<file path="src/rtl/i2c_bus_arbiter.sv">
// rtl/i2c_bus_arbiter.sv - two-domain round-robin front end for a shared byte-level I2C master core
// Each domain may only reach its own slave; other addresses are refused without touching the bus.
module i2c_bus_arbiter #(
  parameter logic [6:0]    ADDR_D0 = 7'h10,
  parameter logic [6:0]    ADDR_D1 = 7'h20,
  parameter int            TW      = 16,
  parameter logic [TW-1:0] TIMEOUT = 16'd4095
) (
  input  logic       clk,
  input  logic       rst,
  input  logic       req0,
  input  logic       req1,
  input  logic       we0,
  input  logic       we1,
  input  logic [6:0] addr0,
  input  logic [6:0] addr1,
  input  logic [7:0] reg0,
  input  logic [7:0] reg1,
  input  logic [7:0] wdata0,
  input  logic [7:0] wdata1,
  output logic       done0,
  output logic       done1,
  output logic       err0,
  output logic       err1,
  output logic [7:0] rdata0,
  output logic [7:0] rdata1,
  output logic       domain,
  output logic       m_start,
  output logic       m_rw,
  output logic [6:0] m_addr,
  output logic [7:0] m_reg,
  output logic [7:0] m_wdata,
  input  logic       m_done,
  input  logic       m_ack_err,
  input  logic [7:0] m_rdata
);

  typedef enum logic [2:0] {S_IDLE, S_DENY, S_ISSUE, S_WAIT, S_RESP} state_t;

  state_t          r_state;
  state_t          w_next;
  logic            r_last;
  logic            r_owner;
  logic            r_rw;
  logic            r_ack_err;
  logic            r_tmo;
  logic            r_domain;
  logic [6:0]      r_addr;
  logic [7:0]      r_reg_idx;
  logic [7:0]      r_wdata;
  logic [7:0]      r_rdata0;
  logic [7:0]      r_rdata1;
  logic [TW-1:0]   r_cnt;

  logic            w_any;
  logic            w_sel;
  logic            w_legal;
  logic            w_expire;
  logic            w_done;
  logic            w_err;
  logic [TW-1:0]   w_cnt_next;

  always_comb begin
    w_any      = req0 | req1;
    w_sel      = (req0 & req1) ? ~r_last : req1;
    w_legal    = w_sel ? (addr1 == ADDR_D1) : (addr0 == ADDR_D0);
    w_cnt_next = r_cnt + 1'b1;
    // a completion landing on the expiry cycle still counts as a normal finish
    w_expire   = (w_cnt_next == TIMEOUT) && !m_done;
    w_next     = r_state;
    case (r_state)
      S_IDLE:  if (w_any) w_next = w_legal ? S_ISSUE : S_DENY;
      S_DENY:  w_next = S_IDLE;
      S_ISSUE: w_next = S_WAIT;
      S_WAIT:  if (m_done || w_expire) w_next = S_RESP;
      S_RESP:  w_next = S_IDLE;
      default: w_next = S_IDLE;
    endcase
    w_done = (r_state == S_DENY) || (r_state == S_RESP);
    w_err  = (r_state == S_DENY) || r_ack_err || r_tmo;
  end

  always_ff @(posedge clk or posedge rst) begin
    if (rst) begin
      r_state   <= S_IDLE;
      r_last    <= 1'b1;
      r_owner   <= 1'b0;
      r_rw      <= 1'b0;
      r_ack_err <= 1'b0;
      r_tmo     <= 1'b0;
      r_domain  <= 1'b0;
      r_addr    <= '0;
      r_reg_idx <= '0;
      r_wdata   <= '0;
      r_rdata0  <= '0;
      r_rdata1  <= '0;
      r_cnt     <= '0;
    end else begin
      r_state <= w_next;
      case (r_state)
        S_IDLE: begin
          if (w_any) begin
            r_owner   <= w_sel;
            r_rw      <= w_sel ? ~we1 : ~we0;
            r_addr    <= w_sel ? addr1 : addr0;
            r_reg_idx <= w_sel ? reg1 : reg0;
            r_wdata   <= w_sel ? wdata1 : wdata0;
            r_cnt     <= '0;
            r_ack_err <= 1'b0;
            r_tmo     <= 1'b0;
            // domain switches only for granted traffic, ahead of the start strobe
            if (w_legal) r_domain <= w_sel;
          end
        end
        S_WAIT: begin
          r_cnt <= w_cnt_next;
          if (m_done) begin
            r_ack_err <= m_ack_err;
            if (r_rw && !m_ack_err) begin
              if (r_owner) r_rdata1 <= m_rdata;
              else         r_rdata0 <= m_rdata;
            end
          end else if (w_expire) begin
            r_tmo <= 1'b1;
          end
        end
        S_DENY, S_RESP: r_last <= r_owner;
        default: ;
      endcase
    end
  end

  assign done0   = w_done & ~r_owner;
  assign done1   = w_done &  r_owner;
  assign err0    = w_done & w_err & ~r_owner;
  assign err1    = w_done & w_err &  r_owner;
  assign rdata0  = r_rdata0;
  assign rdata1  = r_rdata1;
  assign domain  = r_domain;
  assign m_start = (r_state == S_ISSUE);
  assign m_rw    = r_rw;
  assign m_addr  = r_addr;
  assign m_reg   = r_reg_idx;
  assign m_wdata = r_wdata;

endmodule

</file>
<file path="config.mk">
export PLATFORM = sky130hd
export DESIGN_NAME = i2c_bus_arbiter
export DESIGN_NICKNAME = d
export VERILOG_FILES = /design/src/rtl/i2c_bus_arbiter.sv
export SDC_FILE = /design/constraint.sdc
export NUM_CORES = 1
export LEC_CHECK = 0
export BUFFER_PORTS_ARGS = -buffer_cell sky130_fd_sc_hd__buf_2
export CAP_MARGIN = 20
export CORE_ASPECT_RATIO = 0.9
export CORE_MARGIN = 2
export CORE_UTILIZATION = 54
export CTS_CLUSTER_SIZE = 28
export DETAILED_ROUTE_END_ITERATION = 8
export PLACE_DENSITY = 0.91
export REMOVE_ABC_BUFFERS = 1
export SLEW_MARGIN = 20
export SYNTH_ARGS = -nofsm -noshare
export SYNTH_HDL_FRONTEND = slang
export SYNTH_SLANG_ARGS = --single-unit
export TNS_END_PERCENT = 10
</file>
<file path="constraint.sdc">
create_clock -name clk -period 3.15 [get_ports clk]
set_input_delay 0.315 -clock clk [delete_from_list [all_inputs] [get_ports clk]]
set_output_delay 0.315 -clock clk [all_outputs]
set_load 0.01 [all_outputs]
</file>
### Yosys cells after proc, flatten, opt, wreduce, memory -nomap -nowiden

Cells that the tools add are included.

* flip-flop bits (word level): 64
* bits of input ports: 62
* output and inout port bits: 46
* logic and storage cells: 74

* $add $sub $neg: 1
* eq/ne operators: 12
* muxes and demuxes: 18
* bitwise gates (word level): 11
* reduce and logical (&&, ||, !) cells: 19

Operators by type and width (number)
* $pmux 16 s2: 1
* $add 16x1->16 const B: 1
* $eq 16x12->1 const B: 1
* $mux 16: 1
* $mux 8: 2
* $reduce_and 4->1: 3
* $ne 2x2->1 const B: 5
* $pmux 3 s3: 1
* $eq 7x5->1 const B: 1
* $eq 7x6->1 const B: 1
* $mux 1: 7
* $mux 7: 1
* $and 1x1->1: 6
* $eq 3x2->1 const B: 2
* $mux 3: 2
* $reduce_and 2->1: 3
* $reduce_and 3->1: 2
* $logic_or 1x1->1: 4
* $not 1->1: 4
* $pmux 1 s2: 2
* $eq 3x1->1 const B: 1
* $eq 3x3->1 const B: 1
* $logic_not 3->1: 1
* $logic_and 1x1->1: 2
* 5 further kinds: 6

### Logic depth before layout (Yosys ltp)

* depth in word-level cells: 6
* gate-level depth with buffers: 8
* depth with buffers taken out: 7

### Worst setup path after synthesis

No wires, ideal clock.

* path type: reg-to-reg
* from: register r_cnt[0]
* to: register r_tmo
* arrival time: 1.890 ns
* slack: 1.194 ns
* stages on the path, launching flop included: 7
* clock period less this slack: 1.956 ns
* cells stage by stage: dfrtp_1 ha_1 xnor2_1 or4_4 a2111oi_4 and4_4 a22o_1

* longest elaborated chain between the ends: 5

Ends and longest elaborated chain
* from (decl): line 53 `logic [TW-1:0] r_cnt;`
* from (signal assigned): line 116 `r_cnt <= w_cnt_next;`
* $add 16x1->16: line 67 `w_cnt_next = r_cnt + 1'b1;`
* $eq 16x12->1: line 69 `w_expire = (w_cnt_next == TIMEOUT) && !m_done;`
* $logic_and 1x1->1: line 69
* $ne 2x2->1 (no line)
* $reduce_and 4->1 (no line)
* to (signal assigned): line 90 `r_tmo <= 1'b0;`
* to (signal assigned): line 110 `r_tmo <= 1'b0;`
* to (signal assigned): line 124 `r_tmo <= 1'b1;`
* to (decl): line 46 `logic r_tmo;`

Every way passes these cells.
A chain may end at the register's enable or synchronous reset.

### Worst setup path in the final report

* from: register r_state[1]
* to: register r_rdata0[0] (netlist: rdata0[0])

* longest elaborated chain between the ends: 2

Ends and longest elaborated chain
* from (decl): line 40 `state_t r_state;`
* from (signal assigned): line 99 `r_state <= w_next;`
* $eq 3x2->1: line 100 `case (r_state)`
* $reduce_and 4->1 (no line)
* to (signal assigned): line 121 `else r_rdata0 <= m_rdata;`
* to (decl): line 51 `logic [7:0] r_rdata0;`

Every way passes these cells.

==> impl_metrics.toml <==
[final_layout]
n_antenna_cell = 0
final_cells = 515
largest_register = "r_cnt"
num-fill-cells = 417
nets = 504
area_growth_pct = 23.8
final_layout_size_suffix_gt1_share_pct = 34.8
largest_reg_flops = 16

[yosys]
yosys.area_share.simple_pct = 22.7
synth_seq_area_share_pct = 50.9
synth_top_family_by_area = "simple AND/OR/NAND/NOR gates"
synth.distinct_cells = 47
synth_xor_area_share_pct = 1.39
synthesis.area_um2 = 3150
ys_ff_latch = 64
avgSynthCellArea_um2 = 9.28
synth_edf_count = 0
synthArstFlopShare_pct = 100
synth_compound_area_share_pct = 14.7
synth_warnings = 0
synth_cells = 339
synthMuxAreaShare_pct = 6.40
synthAdderAreaFrac_pct = 0.795
ys.flop_type = "dfrtp_1"

[min_path]
hold_depth = 2
hold_class = "in -> reg"

[setup_path]
crit_path_max_fanout = 12
crit_type = "reg -> reg"
worstRegToRegCells = 6
cp_data_arrival_time_ns = 2.36
cp_data_required_time_ns = 3.37
end_kind = "register"
crit_path_start_kind = "register"

[drt]
via_per_inst = 5.66
routed_wl_um = 8150
vias = 2913
antenna_left = 0
dr.pass1.iters = 5
first_iter_violations = 283
wire_per_inst_um = 15.8
remaining_drc_errors = 0

[die]
io_pins = 108
row_count = 26
die_area_um2 = 6450
die_y_um = 76.4
die_w_um = 84.5
core_area_um2 = 5660
start_util_pct = 55.6

[outcome]
outcome = "finished clean"

[power]
fin_total_pwr_w = 0.00272
leakagePower_nw = 1.89
ir_worst_vdd_uv = 511
power_density_nw_per_um2 = 698

[clocking]
post_cts_resized = 0
cts_tree = "yes"
cts_sinks = 64
htreeDepth = 3
clk_path_buf_depth = 2
clk_pin_slew_worst_paths_ns = 0.07
root_buffer = "clkbuf_8"
cts_inserted_buffers = 9
insertion_delay_ns = 0.35

[grt]
track_usage_pct = 25.7
antenna_found_initial = 0
overflow = 0
grt_pass1_wl_um = 13200
grtUsageMet3_pct = 5.74
met1_usage_pct = 33.4
grt_pass1_vias = 2776
grtUsageMet2_pct = 39.5
grt-busiest-layer = "met2"
grt_max_degree = 50

[sta]
fmax_ghz = 0.467
skew_ns = 0.00969
rsz0062_at_grt = "false"
fin_crit_ns = 2.14
fin_setup_tns_ns = 0
finalCritPeriodShare_pct = 67.9
hold_viol = 0
final_max_slew_viol_count = 0
finalSetupViolations = 0
tightestPinTransition_ns = 0.911
slew_headroom_pct = 39.1

[placement]
dp_cells = 498
portBuffers = 107
globalplace.congestion = 0.869
dp_hpwl_um = 5580

[flow_run]
maxCapViolCount = 0
-- synthesized netlist by cell type, types with 3 or more instances --
master	instances	area, um2
inv_1	3	11.3
mux2_2	16	180
buf_2	5	25.0
o21ai_0	21	105
nor3_1	3	15.0
nand2_1	64	240
nor2_1	44	165
o21ai_1	8	40.0
nand3_1	11	55.1
nor4_1	5	31.3
xnor2_1	4	35.0
dfrtp_1	63	1580
a31oi_1	25	156
nand4_1	5	31.3
clkbuf_1	16	60.1
a21oi_1	5	25.0
and2_1	4	25.0
-- stage by stage --
| step | util, % | hold slack (ns) | setup slack [ns] | instance area, um2 |
|---|---|---|---|---|
| floorplan | - | 0.446 | -1.99 | 3060 |
| global placement | 65.6 | 0.316 | 1.13 | 3710 |
| detailed placement | 65.6 | 0.325 | 1.03 | 3710 |
| CTS | 68.8 | 0.204 | 1.01 | 3900 |
| global route | 68.8 | 0.219 | 0.833 | 3900 |
| finish | 68.8 | 0.206 | 1.01 | 3900 |
-- path summary, 6_finish.rpt --
| check | from | slack (ns) | end |
|---|---|---|---|
| max | r_state[1] | 1.01 | rdata0[0] |
| min | m_rdata[4] | 0.21 | rdata0[4] |
| max reg2reg | r_state[1] | 1.01 | rdata0[0] |
| min reg2reg | rdata0[4] | 0.49 | rdata0[4] |
| max in group asynchronous | rst | 1.72 | r_last |
| min in group asynchronous | rst | 0.50 | m_wdata[3] |
-- cell type report --
cell class                      count  area, um2  share of cell area [%]
Clock buffer                       10        138                    3.53
Clock inverter                      6       35.0                   0.899
Sequential cell                    64       1600                    41.1
Multi-Input combinational cell    251       1450                    37.3
Tap cell                           70       87.6                    2.25
Timing Repair Buffer              111        568                    14.6
Inverter                            3       11.3                   0.289
-- cells in the final DEF, fill, tap and decap left out, drive strengths merged, types with 2 or more instances in the layout --
cell	count
xnor2	4
nand2	64
and2	4
nand4	6
nand3	12
clkinvlp	2
o31ai	2
o21ai	29
inv	3
o21a	2
nor2b	2
buf	110
o211ai	2
nor3	3
o41ai	2
nor4	6
nor3b	2
dfrtp	63
clkinv	4
a21oi	5
nor2	44
a31oi	25
clkbuf	10
and3	2
or3	2
ha	2
and4	2
mux2	17
-- power breakdown --
part / leakage [nW] / switching [W] / internal, W / total (W)
clock: 0.0878 / 0.000326 / 0.000301 / 0.000626
combinational: 0.987 / 0.000563 / 0.000365 / 0.000928
sequential: 0.817 / 0.000127 / 0.00104 / 0.00116
total: 1.89 / 0.00102 / 0.00170 / 0.00272
-- critical path, cell delays in order, from the launching register on --
cell     delay [ns]
dfrtp_1        0.51
nand2_1        0.13
nor2_1         0.10
buf_4          0.19
nand2_1        0.10
nor3b_2        0.59
mux2_2         0.42
-- logic make-up (layout without fill, tap and decap cells) --
family	count (synthesis)	in the layout
compound gates	73	73
xor+xnor	5	5
fa+ha+maj	2	2
buf+inv	24	130
flops	64	64
mux	18	18
simple gates	153	153
-- repair_timing --
item | CTS | global route
hold buffers | 1 | 0
endpoints found under the setup margin | 0 | 0
setup buffers | 0 | 0
hold endpoints to repair | 19 | 0
-- metal layers --
metal | wire (um) | up-vias
li1 | - | 1396
met1 | 3430 | 1362
met2 | 3930 | 130
met3 | 524 | 25
met4 | 264 | 0
met5 | 0 | -
No activity file was read; power rests on OpenSTA's default activity.
